--- config.mk ---
export PLATFORM = sky130hd
export DESIGN_NAME = controle_jogo_flat
export DESIGN_NICKNAME = d
export VERILOG_FILES = /design/src/rtl/jogo_pkg.sv /design/src/rtl/controle_jogo_if.sv /design/src/rtl/sincroniza_botao.sv /design/src/rtl/controle_jogo.sv /design/src/flat_wrapper.sv
export SDC_FILE = /design/constraint.sdc
export NUM_CORES = 1
export LEC_CHECK = 0
export ABC_AREA = 1
export BUFFER_PORTS_ARGS = -buffer_cell sky130_fd_sc_hd__buf_2
export CAP_MARGIN = 30
export CORE_MARGIN = 5
export CORE_UTILIZATION = 47
export DETAILED_ROUTE_END_ITERATION = 8
export GPL_TIMING_DRIVEN = 0
export PLACE_DENSITY = 0.66
export SLEW_MARGIN = 20
export SYNTH_ARGS = -nofsm -noshare
export SYNTH_HDL_FRONTEND = slang
export SYNTH_SLANG_ARGS = --single-unit
--- constraint.sdc ---
create_clock -name CLOCK_50 -period 2.1 [get_ports CLOCK_50]
set_input_delay 0.21 -clock CLOCK_50 [delete_from_list [all_inputs] [get_ports CLOCK_50]]
set_output_delay 0.21 -clock CLOCK_50 [all_outputs]
set_load 0.005 [all_outputs]
--- src/rtl/jogo_pkg.sv ---
// Shared definitions for the game-flow controller: state encoding, default
// enemy count, wave ceiling and the per-wave tick period calculation.
package jogo_pkg;

  typedef enum logic [2:0] {
    ESPERA   = 3'd0,
    REINICIA = 3'd1,
    JOGANDO  = 3'd2,
    PAUSADO  = 3'd3,
    VITORIA  = 3'd4,
    DERROTA  = 3'd5
  } estado_t;

  localparam int         N_INIMIGOS_DEF = 5;
  localparam logic [3:0] FASE_MAX       = 4'd15;

  // Period shrinks by step per wave above 1 and floors at lim; the floor test
  // happens before the subtraction so the result can never underflow.
  function automatic logic [31:0] calc_periodo(input logic [3:0]  fase,
                                               input logic [31:0] div,
                                               input logic [31:0] step,
                                               input logic [31:0] lim);
    logic [31:0] prod;
    prod = ({28'd0, fase} - 32'd1) * step;
    if (prod >= div - lim) return lim;
    else                   return div - prod;
  endfunction

endpackage

--- src/rtl/controle_jogo_if.sv ---
// Control link between the game-flow controller (master) and the entities
// datapath (slave): freeze/restart/tick downstream, loss and alive flags upstream.
interface controle_jogo_if import jogo_pkg::*; #(
  parameter int N_INIMIGOS = N_INIMIGOS_DEF
);
  logic                  pausa;
  logic                  reiniciarJogo;
  logic                  tick_mv;
  logic                  perdeu;
  logic [N_INIMIGOS-1:0] inimigo_vivo_array;

  modport master (output pausa, reiniciarJogo, tick_mv,
                  input  perdeu, inimigo_vivo_array);
  modport slave  (input  pausa, reiniciarJogo, tick_mv,
                  output perdeu, inimigo_vivo_array);
endinterface

--- src/rtl/sincroniza_botao.sv ---
// Two-flop synchronizer for a raw key followed by a registered rising-edge
// detector; every low-to-high transition yields exactly one pulse cycle.
module sincroniza_botao (
  input  logic clk,
  input  logic rst,
  input  logic botao,
  output logic pulso
);
  logic s1, s2, s3;

  always_ff @(posedge clk or posedge rst) begin
    if (rst) begin
      s1    <= 1'b0;
      s2    <= 1'b0;
      s3    <= 1'b0;
      pulso <= 1'b0;
    end else begin
      s1    <= botao;
      s2    <= s1;
      s3    <= s2;
      pulso <= s2 & ~s3;
    end
  end
endmodule

--- src/rtl/controle_jogo.sv ---
// Game-flow controller: key handling, state machine, wave tracking and the
// movement tick. Define CONTROLE_FASES_EN for wave progression and speed-up.
module controle_jogo import jogo_pkg::*; #(
  parameter int          N_INIMIGOS     = N_INIMIGOS_DEF,
  parameter int unsigned TICK_DIV       = 320000,
  parameter int unsigned TICK_STEP      = 20000,
  parameter int unsigned TICK_MIN       = 100000,
  parameter int unsigned RESTART_CYCLES = 16,
  parameter int unsigned HOLD_CYCLES    = 50000000
) (
  input  logic                  CLOCK_50,
  input  logic                  reset,
  input  logic                  key_start,
  input  logic                  key_pausa,
  controle_jogo_if.master       ent,
  output logic [2:0]            estado,
  output logic [3:0]            fase
);
  localparam logic [31:0] DIV32    = 32'(TICK_DIV);
  localparam logic [31:0] RST_LAST = 32'(RESTART_CYCLES - 1);

  logic        ini_p, pau_p;
  estado_t     st, st_n;
  logic [3:0]  fase_r, fase_n;
  logic [31:0] tick_cnt, tick_cnt_n, hold_cnt, hold_cnt_n, periodo;
  logic        pausa_n, reinic_n, tick_n;
  logic        sem_inimigos;

  sincroniza_botao u_sinc_start (.clk(CLOCK_50), .rst(reset), .botao(key_start), .pulso(ini_p));
  sincroniza_botao u_sinc_pausa (.clk(CLOCK_50), .rst(reset), .botao(key_pausa), .pulso(pau_p));

  assign sem_inimigos = (ent.inimigo_vivo_array == {N_INIMIGOS{1'b0}});
  assign estado       = st;
  assign fase         = fase_r;

`ifdef CONTROLE_FASES_EN
  localparam logic [31:0] HOLD_LAST = 32'(HOLD_CYCLES - 1);
  logic [31:0] periodo_n;
`endif

  always_comb begin
    st_n       = st;
    fase_n     = fase_r;
    tick_cnt_n = tick_cnt;
    hold_cnt_n = (st == REINICIA || st == VITORIA) ? hold_cnt + 32'd1 : 32'd0;
    tick_n     = 1'b0;
`ifdef CONTROLE_FASES_EN
    periodo_n  = periodo;
`endif
    case (st)
      ESPERA:   if (ini_p) begin fase_n = 4'd1; st_n = REINICIA; end
      REINICIA: if (hold_cnt == RST_LAST) st_n = JOGANDO;
      JOGANDO: begin
        if (tick_cnt == periodo - 32'd1) begin
          tick_cnt_n = 32'd0;
          tick_n     = 1'b1;
        end else begin
          tick_cnt_n = tick_cnt + 32'd1;
        end
        if (ent.perdeu)    st_n = DERROTA;
        else if (sem_inimigos) st_n = VITORIA;
        else if (pau_p)    st_n = PAUSADO;
      end
      PAUSADO: begin
        if (ini_p)      begin fase_n = 4'd1; st_n = REINICIA; end
        else if (pau_p) st_n = JOGANDO;
      end
`ifdef CONTROLE_FASES_EN
      VITORIA: if (hold_cnt == HOLD_LAST) begin
        fase_n = (fase_r >= FASE_MAX) ? FASE_MAX : fase_r + 4'd1;
        st_n   = REINICIA;
      end
`else
      VITORIA:  if (ini_p) st_n = REINICIA;
`endif
      DERROTA:  if (ini_p) begin fase_n = 4'd1; st_n = REINICIA; end
      default:  st_n = ESPERA;
    endcase

    if (st_n != st) hold_cnt_n = 32'd0;
    if (st_n == REINICIA && st != REINICIA) begin
      tick_cnt_n = 32'd0;
`ifdef CONTROLE_FASES_EN
      periodo_n  = calc_periodo(fase_n, DIV32, 32'(TICK_STEP), 32'(TICK_MIN));
`endif
    end

    // Outputs follow the next state so they line up with estado.
    pausa_n  = (st_n != JOGANDO);
    reinic_n = (st_n == REINICIA);
    tick_n   = tick_n & (st_n == JOGANDO);
  end

  always_ff @(posedge CLOCK_50 or posedge reset) begin
    if (reset) begin
      st                <= ESPERA;
      fase_r            <= 4'd1;
      tick_cnt          <= 32'd0;
      hold_cnt          <= 32'd0;
      ent.pausa         <= 1'b1;
      ent.reiniciarJogo <= 1'b0;
      ent.tick_mv       <= 1'b0;
    end else begin
      st                <= st_n;
      fase_r            <= fase_n;
      tick_cnt          <= tick_cnt_n;
      hold_cnt          <= hold_cnt_n;
      ent.pausa         <= pausa_n;
      ent.reiniciarJogo <= reinic_n;
      ent.tick_mv       <= tick_n;
    end
  end

`ifdef CONTROLE_FASES_EN
  always_ff @(posedge CLOCK_50 or posedge reset) begin
    if (reset) periodo <= DIV32;
    else       periodo <= periodo_n;
  end
`else
  assign periodo = DIV32;
`endif

endmodule

--- src/flat_wrapper.sv ---
// flat-port wrapper written by rule: the top's interface ports become plain ports
module controle_jogo_flat import jogo_pkg::*;
#(
  parameter int          N_INIMIGOS     = N_INIMIGOS_DEF,
  parameter int unsigned TICK_DIV       = 320000,
  parameter int unsigned TICK_STEP      = 20000,
  parameter int unsigned TICK_MIN       = 100000,
  parameter int unsigned RESTART_CYCLES = 16,
  parameter int unsigned HOLD_CYCLES    = 50000000
)
  (CLOCK_50, reset, key_start, key_pausa, estado, fase, ent_pausa, ent_reiniciarJogo, ent_tick_mv, ent_perdeu, ent_inimigo_vivo_array);
  controle_jogo_if #(.N_INIMIGOS(N_INIMIGOS)) ent_i ();
  input  logic CLOCK_50;
  input  logic reset;
  input  logic key_start;
  input  logic key_pausa;
  output logic [2:0] estado;
  output logic [3:0] fase;
  output wire logic [$bits(ent_i.pausa)-1:0] ent_pausa;
  output wire logic [$bits(ent_i.reiniciarJogo)-1:0] ent_reiniciarJogo;
  output wire logic [$bits(ent_i.tick_mv)-1:0] ent_tick_mv;
  input wire logic [$bits(ent_i.perdeu)-1:0] ent_perdeu;
  input wire logic [$bits(ent_i.inimigo_vivo_array)-1:0] ent_inimigo_vivo_array;
  assign ent_pausa = ent_i.pausa;
  assign ent_reiniciarJogo = ent_i.reiniciarJogo;
  assign ent_tick_mv = ent_i.tick_mv;
  assign ent_i.perdeu = ent_perdeu;
  assign ent_i.inimigo_vivo_array = ent_inimigo_vivo_array;
  controle_jogo #(.N_INIMIGOS(N_INIMIGOS), .TICK_DIV(TICK_DIV), .TICK_STEP(TICK_STEP), .TICK_MIN(TICK_MIN), .RESTART_CYCLES(RESTART_CYCLES), .HOLD_CYCLES(HOLD_CYCLES)) u_core (.CLOCK_50(CLOCK_50), .reset(reset), .key_start(key_start), .key_pausa(key_pausa), .ent(ent_i), .estado(estado), .fase(fase));
endmodule
Word-level counts from Yosys, hierarchy flattened
Index checks and enable logic that the tools add are counted.
{"block": "classes", "mux": 15, "bitwise": 5, "addsub": 2, "reduce_logical": 6, "n_eq_ne": 12}
{"operator": "$mux 32", "n": 5}
{"operator": "$add 32x1->32 const B", "n": 2}
{"operator": "$eq 32x19->1 const B", "n": 1}
{"operator": "$eq 32x4->1 const B", "n": 1}
{"operator": "$mux 3", "n": 7}
{"operator": "$pmux 3 s4", "n": 1}
{"operator": "$eq 3x2->1 const B", "n": 3}
{"operator": "$eq 3x1->1 const B", "n": 2}
{"operator": "$eq 3x3->1 const B", "n": 2}
{"operator": "$logic_not 5->1", "n": 1}
{"operator": "$and 1x1->1", "n": 3}
{"operator": "$logic_not 3->1", "n": 1}
{"operator": "$ne 3x1->1 const B", "n": 1}
{"operator": "$ne 3x2->1 const B", "n": 1}
{"operator": "$ne 3x3->1", "n": 1}
{"operator": "$reduce_or 3->1", "n": 1}
{"operator": "$mux 1", "n": 2}
{"operator": "$not 1->1", "n": 2}
{"operator": "$reduce_bool 2->1", "n": 1}
{"operator": "$logic_and 1x1->1", "n": 1}
{"operator": "$logic_or 1x1->1", "n": 1}
{"block": "totals", "register_bits": 78, "in_bits": 10, "wordCells": 54, "out_inout_bits": 10}

Depth between registers and ports, before layout
Gate-level depths: netlist (run 1).
{"block": "logic_depth", "ltp_word": 7, "ltp_mapped": 13, "ltp_nobuf": 12}

Cells and area by module
A second synthesis (run 1) with hierarchy kept.
{"block": "hier_totals", "hier_cells": 644, "area_unflattened_um2": 4803.4}
{"mod": "controle_jogo", "seq_area_each_um2": 1752.9, "cells_per_inst": 630, "instances": 1, "area_per_inst_um2": 4575.6}
{"mod": "sincroniza_botao", "seq_area_each_um2": 100.1, "cells_per_inst": 7, "instances": 2, "area_per_inst_um2": 113.9}

Worst setup path before layout (run 1)
Ideal clock, no wire load.
{"block": "synth_timing", "path_type": "register -> register", "startpoint": "register u_core.hold_cnt[0]", "endpoint": "register u_core.hold_cnt[20]", "arrival_ns": 1.529, "path_stages_with_launch": 11, "setup_time_ns": 0.121, "path_buffers": 0, "period_less_slack_ns": 1.650, "required_ns": 1.979, "path_slack_ns": 0.450, "cell_sequence": "dfrtp_1 ha_1 nand2_1 nor2_2 nand2_1 nor2_1 nand2_1 nor2_2 nand3_1 xor2_1 nor2_1"}
{"block": "synth_between", "elab_chain_cells": 5, "word_cells_on_any_way": 7, "classes_between": "add/sub: 1; eq/ne: 2; mux: 4"}
{"item": "start, declared", "line_no": "controle_jogo.sv:25", "source": "logic [31:0] tick_cnt, tick_cnt_n, hold_cnt, hold_cnt_n, periodo;"}
{"item": "start signal, assigned", "line_no": "controle_jogo.sv:107", "source": "hold_cnt <= hold_cnt_n;"}
{"item": "parallel branches: the longest is 4 deep, another holds $add 32x1->32"}
{"item": "$mux 32 *", "line_no": "controle_jogo.sv:80", "source": "if (st_n != st) hold_cnt_n = 32'd0;"}
{"item": "net u_core.hold_cnt_n[20]", "line_no": "controle_jogo.sv:25"}
Mark *: on every way through the listed nets, which the timed path passes.
A chain may end at the register's enable or synchronous reset.

Worst setup path in the final report (run 1)
{"block": "layout_timing", "startpoint": "register u_core.tick_cnt[1]", "endpoint": "register u_core.tick_cnt[22]"}
{"block": "layout_between", "elab_chain_cells": 4, "word_cells_on_any_way": 5, "classes_between": "add/sub: 1; eq/ne: 1; mux: 3"}
{"item": "start, declared", "line_no": "controle_jogo.sv:25"}
{"item": "start signal, assigned", "line_no": "controle_jogo.sv:106", "source": "tick_cnt <= tick_cnt_n;"}
{"item": "$add 32x1->32 / $eq 32x19->1 (equally long branches)", "line_no": "controle_jogo.sv:58, controle_jogo.sv:54"}
{"item": "$mux 32 *", "line_no": "controle_jogo.sv:54", "source": "if (tick_cnt == periodo - 32'd1) begin"}
{"item": "$mux 32 *", "line_no": "controle_jogo.sv:50", "source": "case (st)"}
{"item": "$mux 32 *", "line_no": "controle_jogo.sv:81", "source": "if (st_n == REINICIA && st != REINICIA) begin"}
Every way passes the cells marked *; elsewhere a longest branch is shown, timed or not. The select of a mux whose other input is x is not followed.

==> summary.txt, run 1 <==
Clock network
  – CTS max path bufs: 2
  – Clk sinks: 78
  – Clock root cell: clkbuf_8
  – CTS tree: yes
  – Num CTS Buffers: 9
  – Latest clock arrival within the worst-skew pair: 0.38 ns
  – Worst-path clk slew: 0.09 ns
  – # H-tree levels: 3

Synth
  – Most frequent cells after synthesis: nand2_1 (189), nor2_1 (120), inv_1 (93)
  – Top-area cell type share of the netlist area: 38.2%
  – Synth cell types: 38
  – Count leader, synth: nand2_1
  – Ys Warns: 0
  – EDFF count, synth: 0
  – Post-synthesis sequential area ratio: 38.7%
  – Synth area leaders: dfrtp_1 (38%), nand2_1 (14%), nor2_1 (8.9%), inv_1 (6.9%), nand3_1 (5.5%)
  – Seq cells post-synth: 78
  – Synthesized area: 5050 um2
  – Mean Syn Cell Area: 6.83 um2
  – Ys flop type: dfrtp_1
  – Yosys top cell by area: dfrtp_1
  – Mapped Cells: 739
  – FFs w/ async S/R, synth: 100%

Finish
  – Non-Filler Instances: 914
  – Diode count: 0
  – Layout cells sized above 1: 14.4%
  – Fillers: 1,033
  – Nets@finish: 785
  – Area delta synth->final: 11.4%
  – Reg area: 1950 um2
  – Area of the multi-input gates: 2600 um2

Floorplanning
  – Rows: 37
  – Die ar.: 12,900 um2
  – Die Ht: 114 um
  – Horiz. Die Dim: 114 um
  – Io pins: 20
  – Area of the core: 10,400 um2
  – Starting Density: 48.5%

Detailed routing
  – Drc violations: 0
  – Wire length per cell: 13.6 um
  – Initial DRC count: 335
  – Vias: 4,629
  – Via/cell ratio: 5.06
  – Pre-antenna DRT Iters: 5
  – Post-route ant nets: 0
  – Total Wirelength: 12,400 um

STA
  – Slew margin rel.: 58.5%
  – Clock skew: 0.00848 ns
  – Max Slew Vio Count: 0
  – Min Tclk post-route: 1.96 ns
  – Max Fclk: 0.511 GHz
  – Fin crit share: 93.2%
  – Setup Viol. Count Final: 0
  – Least-Margin Pin Slew: 0.622 ns
  – Hold Fails Final Rpt: 0
  – Sum Neg Setup Slack: 0 ns

Critical path
  – Crit path from: u_core.tick_cnt[1]
  – Worst reg2reg path endpoint: u_core.tick_cnt[22]
  – R2r startpoint: u_core.tick_cnt[1]
  – Startpoint types: register
  – Worst Setup End Kind: register
  – Critical path type: reg -> reg
  – CP required: 2.37 ns
  – FF-to-FF path depth: 12
  – Arrival time at the worst endpoint: 2.23 ns
  – FF-to-FF setup slack: 0.14 ns
  – Critical path endpoint: u_core.tick_cnt[22]
  – Worst Path Max Fanout: 7

Run
  – Max_cap viols: 0

Power
  – PD cells: 721 nW/um2
  – Worst VDD drop: 0.000605 V
  – Leak: 2.79 nW

Placement
  – Dpl cells: 894
  – IO Port Bufs: 15
  – GP Congestion: 0.931
  – DPL Wire Length: 9530 um

GRT
  – Largest net degree at the start of global routing: 29
  – Number of global-route vias before repair: 4,590
  – First-pass GRT wire length: 21,300 um
  – Initial antenna violation count: 0
  – Total GRT Usage: 20.8%
  – Gr ovfl total: 0

Min path
  – Hold Path Class: in -> reg

Status
  – Outcome: finished clean
[metrics by stage]
stage               util [%]  hold slack (ns)  setup slack [ns]  area, um2  power (mW)
detailed placement      51.3            0.320            0.0568       5350        2.94
floorplan                  -            0.241             0.450       5060        2.63
global route            54.0            0.286          -0.00918       5630        4.28
CTS                     53.4            0.253            0.0314       5570        4.09
finish                  54.0            0.266             0.142       5630        4.06
global placement        50.9            0.320            0.0647       5310        2.92
[critical path, stage by stage (launching register included)]
cell and delay [ns]:
dfrtp_1 0.38, ha_1 0.17, nand2_1 0.09, inv_1 0.08, nand3_1 0.16, nor2_2 0.34, nand2_1 0.12, nor2_1 0.17
nand3_1 0.10, nand3_1 0.08, nand2_1 0.08, nand2_2 0.07, inv_2 0.03
[repair_timing]
action	4_1_cts	5_1_grt
hold endpoints to repair	27	0
setup endpoints to repair	0	18
hold buffers	3	0
buffers inserted	0	1
resized for setup	0	13
[worst min-delay path by stage]
stage               start                endpoint  slack [ns]  cells after the start
2_1_floorplan   key_pausa  u_core.u_sinc_pausa.s1        0.24                      0
3_3_place_gp    key_start  u_core.u_sinc_start.s1        0.32                      1
3_5_place_dp    key_pausa  u_core.u_sinc_pausa.s1        0.32                      1
4_1_cts        ent_perdeu        u_core.estado[0]        0.25                      5
5_1_grt        ent_perdeu        u_core.estado[2]        0.29                      5
6_report       ent_perdeu        u_core.estado[0]        0.27                      5
[cells in the final DEF (no fill, tap or decap), types with 22 or more instances in the layout]
master     n
nor2_1   117
nor3_1    35
nand2_1  187
o21ai_0   23
nand3_1   55
buf_2     22
inv_1     92
dfrtp_1   76
nand4_1   25
[logic make-up (layout without fill, tap and decap cells)]
logic type | Yosys count | in the layout | share of synthesized area, %
compound gates | 36 | 36 | 4.24
buf+inv | 131 | 168 | 10.7
fa+ha+maj | 2 | 2 | 0.495
xor+xnor | 28 | 28 | 4.86
simple gates | 462 | 462 | 40.9
other cells | 2 | 4 | 0.149
flops | 78 | 78 | 38.7
[cell type report]
type | count | area share [%]
Timing Repair Buffer | 21 | 2.94
Tap cell | 136 | 3.02
Multi-Input combinational cell | 532 | 46.2
Sequential cell | 78 | 34.7
Clock inverter | 4 | 0.623
Buffer | 18 | 2.11
Clock buffer | 12 | 2.76
Inverter | 113 | 7.61
[power by group]
part / switching, mW / internal [mW] / leakage (nW)
sequential: 0.112 / 1.60 / 1.05
combinational: 0.807 / 0.408 / 1.64
clock: 0.621 / 0.512 / 0.0984
[layer usage]
| layer | GRT usage (%) | wire length [um] |
|---|---|---|
| met5 | 0 | 0 |
| met4 | 11.1 | 518 |
| met3 | 4.19 | 511 |
| met2 | 34.9 | 6010 |
| met1 | 25.1 | 5410 |
Power figures use the tool's default switching activity.
==> inputs of run 2 (changes only) <==
CAP_MARGIN = default   (was 30)
GPL_TIMING_DRIVEN = default   (was 0)
==> run 2 against run 1 <==
  * Clock skew is 0.0087 ns higher
  * Critical endpoint is now u_core.tick_cnt[20]
  * Cell count shrank 0.88%
  * Non-clock buffer count is 9 lower
  * Critical path depth is 4 lower
  * Die area is the same
==> summary.txt, run 2 (same netlist as run 1, synthesis figures left out) <==
Critical path
  – Critical-path cell list: inv_2, nor2_2, nor4_1, o21bai_4, nor2_4, nand3_4, nand2_2, inv_2
  – Worst Path Max Fanout: 16
  – Slowest cell delay on critical path: 0.55 ns
  – CP delay by family, top: simple AND/OR/NAND/NOR gates
  – Slowest cell on the critical path: dfrtp_1
  – Arrival time at the worst endpoint: 2.20 ns
  – Startpoint types: register
  – Critical path buffers and inverters: 2
  – Critical path type: reg -> reg
  – Worst Setup End Kind: register
  – CP required: 2.36 ns
  – Critical path's most frequent cell: inv_2

Finish
  – Fillers: 1,011
  – Diode count: 0
  – Leading cell type in the layout, fill and taps excluded: nand2_1
  – Area of the multi-input gates: 2610 um2
  – Final Util: 53.8%
  – Reg area: 1950 um2
  – Layout cells sized above 1: 13.6%
  – Nets@finish: 777
  – Most frequent cells in the layout: nand2_1 (187), nor2_1 (117), inv_1 (92)
  – Area delta synth->final: 11.1%
  – Non-Filler Instances: 906

Detailed routing
  – Via/cell ratio: 5.13
  – Drc violations: 0
  – Total Wirelength: 12,200 um
  – Initial DRC count: 309
  – Wire length per cell: 13.5 um
  – Post-route ant nets: 0
  – Vias: 4,648
  – Pre-antenna DRT Iters: 7

Clock network
  – Setup bufs post-CTS: 0
  – Latest clock arrival within the worst-skew pair: 0.37 ns
  – # H-tree levels: 3
  – Num CTS Buffers: 9
  – CTS tree: yes
  – Clock root cell: clkbuf_8
  – Worst-path clk slew: 0.08 ns
  – CTS max path bufs: 2
  – Clk sinks: 78

GRT
  – First-pass GRT wire length: 20,700 um
  – Total GRT Usage: 19.8%
  – Initial antenna violation count: 0
  – Gr ovfl total: 0
  – Number of global-route vias before repair: 4,510
  – Largest net degree at the start of global routing: 41

Power
  – PD cells: 766 nW/um2
  – Worst VDD drop: 0.000551 V
  – Leak: 2.76 nW
  – Total power: 4.30 mW

STA
  – Clock skew: 0.0172 ns
  – Setup Viol. Count Final: 0
  – Fin crit share: 92.2%
  – Max Slew Vio Count: 0
  – Sum Neg Setup Slack: 0 ns
  – Hold Fails Final Rpt: 0
  – Slew margin rel.: 63.6%
  – Min Tclk post-route: 1.94 ns
  – Hold WS: 0.300 ns
  – Least-Margin Pin Slew: 0.545 ns
  – Max Fclk: 0.516 GHz

Floorplanning
  – Die Ht: 114 um
  – Area of the core: 10,400 um2
  – Rows: 37
  – Die ar.: 12,900 um2
  – Starting Density: 48.5%
  – Io pins: 20
  – Horiz. Die Dim: 114 um

Run
  – Max_cap viols: 0

Placement
  – GP Congestion: 0.947
  – Dpl cells: 886
  – IO Port Bufs: 15
  – DPL Wire Length: 9070 um

Min path
  – Hold Path Class: in -> reg

Status
  – Outcome: finished clean
## run 2: cell count changes in the layout (fill, tap and decap cells not counted), moves of 2 or more
cell	previous run	this run
clkinvlp_4	1	3
clkbuf_1	4	1
buf_2	22	15
clkbuf_8	11	9
bufinv_16	0	3
buf_4	4	10
inv_6	4	0
buf_12	3	1
## run 2: layer usage
metal | up-vias | wire length (um) | GRT usage [%]
met1 | 2154 | 5280 | 24.1
met3 | 31 | 552 | 3.66
li1 | 2354 | - | -
met4 | 0 | 422 | 8.73
met5 | - | 0 | 0
met2 | 109 | 5990 | 34.0
## run 2: area by class of cell
cell class / count / share of cell area (%)
multi-input cells: 533 / 46.5
flip-flops and latches: 78 / 34.8
inverters: 113 / 7.63
repair buffers: 30 / 3.77
well taps: 136 / 3.03
clock buffers: 10 / 2.28
clock inverters: 6 / 1.96
## run 2: metrics by stage
stage | cell area, um2 | setup WS [ns]
after floorplan | 5060 | 0.450
after CTS | 5560 | 0.0678
after detailed placement | 5290 | 0.0865
after global routing | 5610 | -0.00213
final | 5610 | 0.164
after global placement | 5290 | 0.113
## run 2: repair_timing
action / CTS / global route
setup endpoints to repair: 0 / 37
hold buffers: 3 / 0
gates resized for setup: 0 / 10
hold endpoints to repair: 29 / 0
## run 2: path summary, 6_finish.rpt
kind	startpoint	to	slack, ns	cells past startpoint
max	u_core.estado[0]	u_core.tick_cnt[20]	0.16	8
min	ent_perdeu	u_core.estado[1]	0.30	4
max reg2reg	u_core.estado[0]	u_core.tick_cnt[20]	0.16	8
min reg2reg	u_core.u_sinc_pausa.s1	u_core.u_sinc_pausa.s2	0.35	0
max in group asynchronous	reset	u_core.ent.pausa	1.16	4
min in group asynchronous	reset	u_core.tick_cnt[7]	0.52	4
## run 2: report_power, final
part	total (mW)	switching, mW	internal [mW]
Clock	1.38	0.596	0.788
Sequential	1.70	0.108	1.59
Combinational	1.21	0.835	0.377
Total	4.30	1.54	2.76
## run 2: worst reg2reg max path, delay by kind of cell (launching register included)
kind / cells / cell delay [ns]
AOI/OAI and AO/OA: 1 / 0.21
DFF: 1 / 0.55
and+or+nand+nor: 5 / 0.94
buffers and inverters: 2 / 0.14
==> inputs of run 3 (changes only) <==
GPL_TIMING_DRIVEN = 0   (was default)
==> run 3 against run 2 <==
  * Sequential share of layout area is 0.094 points lower
  * Power fell by 5.6%
  * Critical path depth increased by 4
  * Final area is 0.33% higher
  * Global-route usage up 1.1 points
  * Clock-buffer cell count up 2
  * Sequential power hardly changed
  * Combinational power barely moved
  * Flip-flop and latch count is the same
  * Largest cell class unchanged
  * Highest routed layer unchanged
==> summary.txt, run 3 (same netlist as run 1, synthesis figures left out) <==
Floorplanning
  – Rows: 37
  – Starting Density: 48.5%
  – Die ar.: 12,900 um2
  – Io pins: 20
  – Horiz. Die Dim: 114 um
  – Area of the core: 10,400 um2
  – Die Ht: 114 um

Placement
  – Dpl cell area: 5350 um2
  – IO Port Bufs: 15
  – GP Congestion: 0.931
  – Setup slack at placement: 0.0568 ns
  – DPL Wire Length: 9530 um

Clock network
  – # H-tree levels: 3
  – Worst-path clk slew: 0.09 ns
  – CTS tree: yes
  – Num CTS Buffers: 9
  – Clk sinks: 78
  – Clock root cell: clkbuf_8
  – CTS max path bufs: 2
  – Latest clock arrival within the worst-skew pair: 0.38 ns

STA
  – Min Tclk post-route: 1.96 ns
  – Least-Margin Pin Slew: 0.622 ns
  – Max Slew Vio Count: 0
  – Clock skew: 0.00848 ns
  – Max Fclk: 0.511 GHz
  – Fin crit share: 93.2%
  – Sum Neg Setup Slack: 0 ns
  – Final WS setup: 0.142 ns
  – Slew margin rel.: 58.5%
  – Hold Fails Final Rpt: 0
  – Setup Viol. Count Final: 0

Critical path
  – Arrival time at the worst endpoint: 2.23 ns
  – Worst Path Max Fanout: 7
  – Worst Setup End Kind: register
  – Critical path type: reg -> reg
  – CP required: 2.37 ns
  – Startpoint types: register

Finish
  – Most frequent cells in the layout: nand2_1 (187), nor2_1 (117), inv_1 (92)
  – Leading cell type in the layout, fill and taps excluded: nand2_1
  – Reg area: 1950 um2
  – Nets@finish: 785
  – Fin area: 5630 um2
  – Area delta synth->final: 11.4%
  – Fillers: 1,033
  – Diode count: 0
  – Area of the multi-input gates: 2600 um2
  – Layout cells sized above 1: 14.4%

Detailed routing
  – Drc violations: 0
  – Post-route ant nets: 0
  – Total Wirelength: 12,400 um
  – Initial DRC count: 335
  – Wire length per cell: 13.6 um
  – Vias: 4,629
  – Via/cell ratio: 5.06
  – Pre-antenna DRT Iters: 5

Min path
  – Hold Path Class: in -> reg

Power
  – Psw: 1.54 mW
  – PD cells: 721 nW/um2
  – Leak: 2.79 nW
  – Internal power component: 2.52 mW
  – Seq pwr share: 42.1%
  – Combinational share of power: 30.0%
  – Switching part of the total: 38.0%
  – Clock network fraction of total power: 27.9%
  – Worst VDD drop: 0.000605 V

GRT
  – Number of global-route vias before repair: 4,590
  – First-pass GRT wire length: 21,300 um
  – Initial antenna violation count: 0
  – Total GRT Usage: 20.8%
  – Largest net degree at the start of global routing: 29
  – Gr ovfl total: 0

Run
  – Max_cap viols: 0

Status
  – Outcome: finished clean
-- run 3: per-layer routing --
layer  global-route usage, %  wire length [um]  vias to the layer above
met4                    11.1               518                        0
met5                       0                 0                        -
met1                    25.1              5410                     2107
met2                    34.9              6010                      106
li1                        -                 -                     2380
met3                    4.19               511                       36
-- run 3: final timing paths --
kind | startpoint | endpoint | slack [ns] | cells past startpoint
max | u_core.tick_cnt[1] | u_core.tick_cnt[22] | 0.14 | 12
min | ent_perdeu | u_core.estado[0] | 0.27 | 5
max reg2reg | u_core.tick_cnt[1] | u_core.tick_cnt[22] | 0.14 | 12
min reg2reg | u_core.u_sinc_pausa.s1 | u_core.u_sinc_pausa.s2 | 0.36 | 0
max in group asynchronous | reset | u_core.hold_cnt[0] | 0.89 | 5
min in group asynchronous | reset | u_core.tick_cnt[6] | 0.45 | 3
-- run 3: power groups by stage --
stage,registers [mW],logic (mW),clock network [mW]
2_1_floorplan,1.72,0.912,0
4_1_cts,1.70,1.22,1.17
6_report,1.71,1.21,1.13
3_3_place_gp,1.73,1.19,0
5_1_grt,1.73,1.34,1.22
3_5_place_dp,1.73,1.21,0
-- run 3: repair_timing --
item / CTS / global route
resized for setup: 0 / 13
hold buffers: 3 / 0
endpoints found under the hold margin: 27 / 0
endpoints found under the setup margin: 0 / 18
buffers inserted: 0 / 1
-- run 3: critical path: stages (launching register included) --
cell,delay (ns)
dfrtp_1,0.38
ha_1,0.17
nand2_1,0.09
inv_1,0.08
nand3_1,0.16
nor2_2,0.34
nand2_1,0.12
nor2_1,0.17
nand3_1,0.10
nand3_1,0.08
nand2_1,0.08
nand2_2,0.07
inv_2,0.03
-- run 3: metrics by stage --
step	total power [mW]	cells	hold slack [ns]	util, %
3_3_place_gp	2.92	892	0.320	50.9
6_report	4.06	914	0.266	54.0
3_5_place_dp	2.94	894	0.320	51.3
5_1_grt	4.28	914	0.286	54.0
2_1_floorplan	2.63	741	0.241	-
4_1_cts	4.09	913	0.253	53.4
-- run 3: layout make-up --
cell class / count / share of cell area [%]
well taps: 136 / 3.02
repair buffers: 21 / 2.94
plain buffers: 18 / 2.11
multi-input cells: 532 / 46.2
flip-flops and latches: 78 / 34.7
inverters: 113 / 7.61
clock buffers: 12 / 2.76
clock inverters: 4 / 0.623
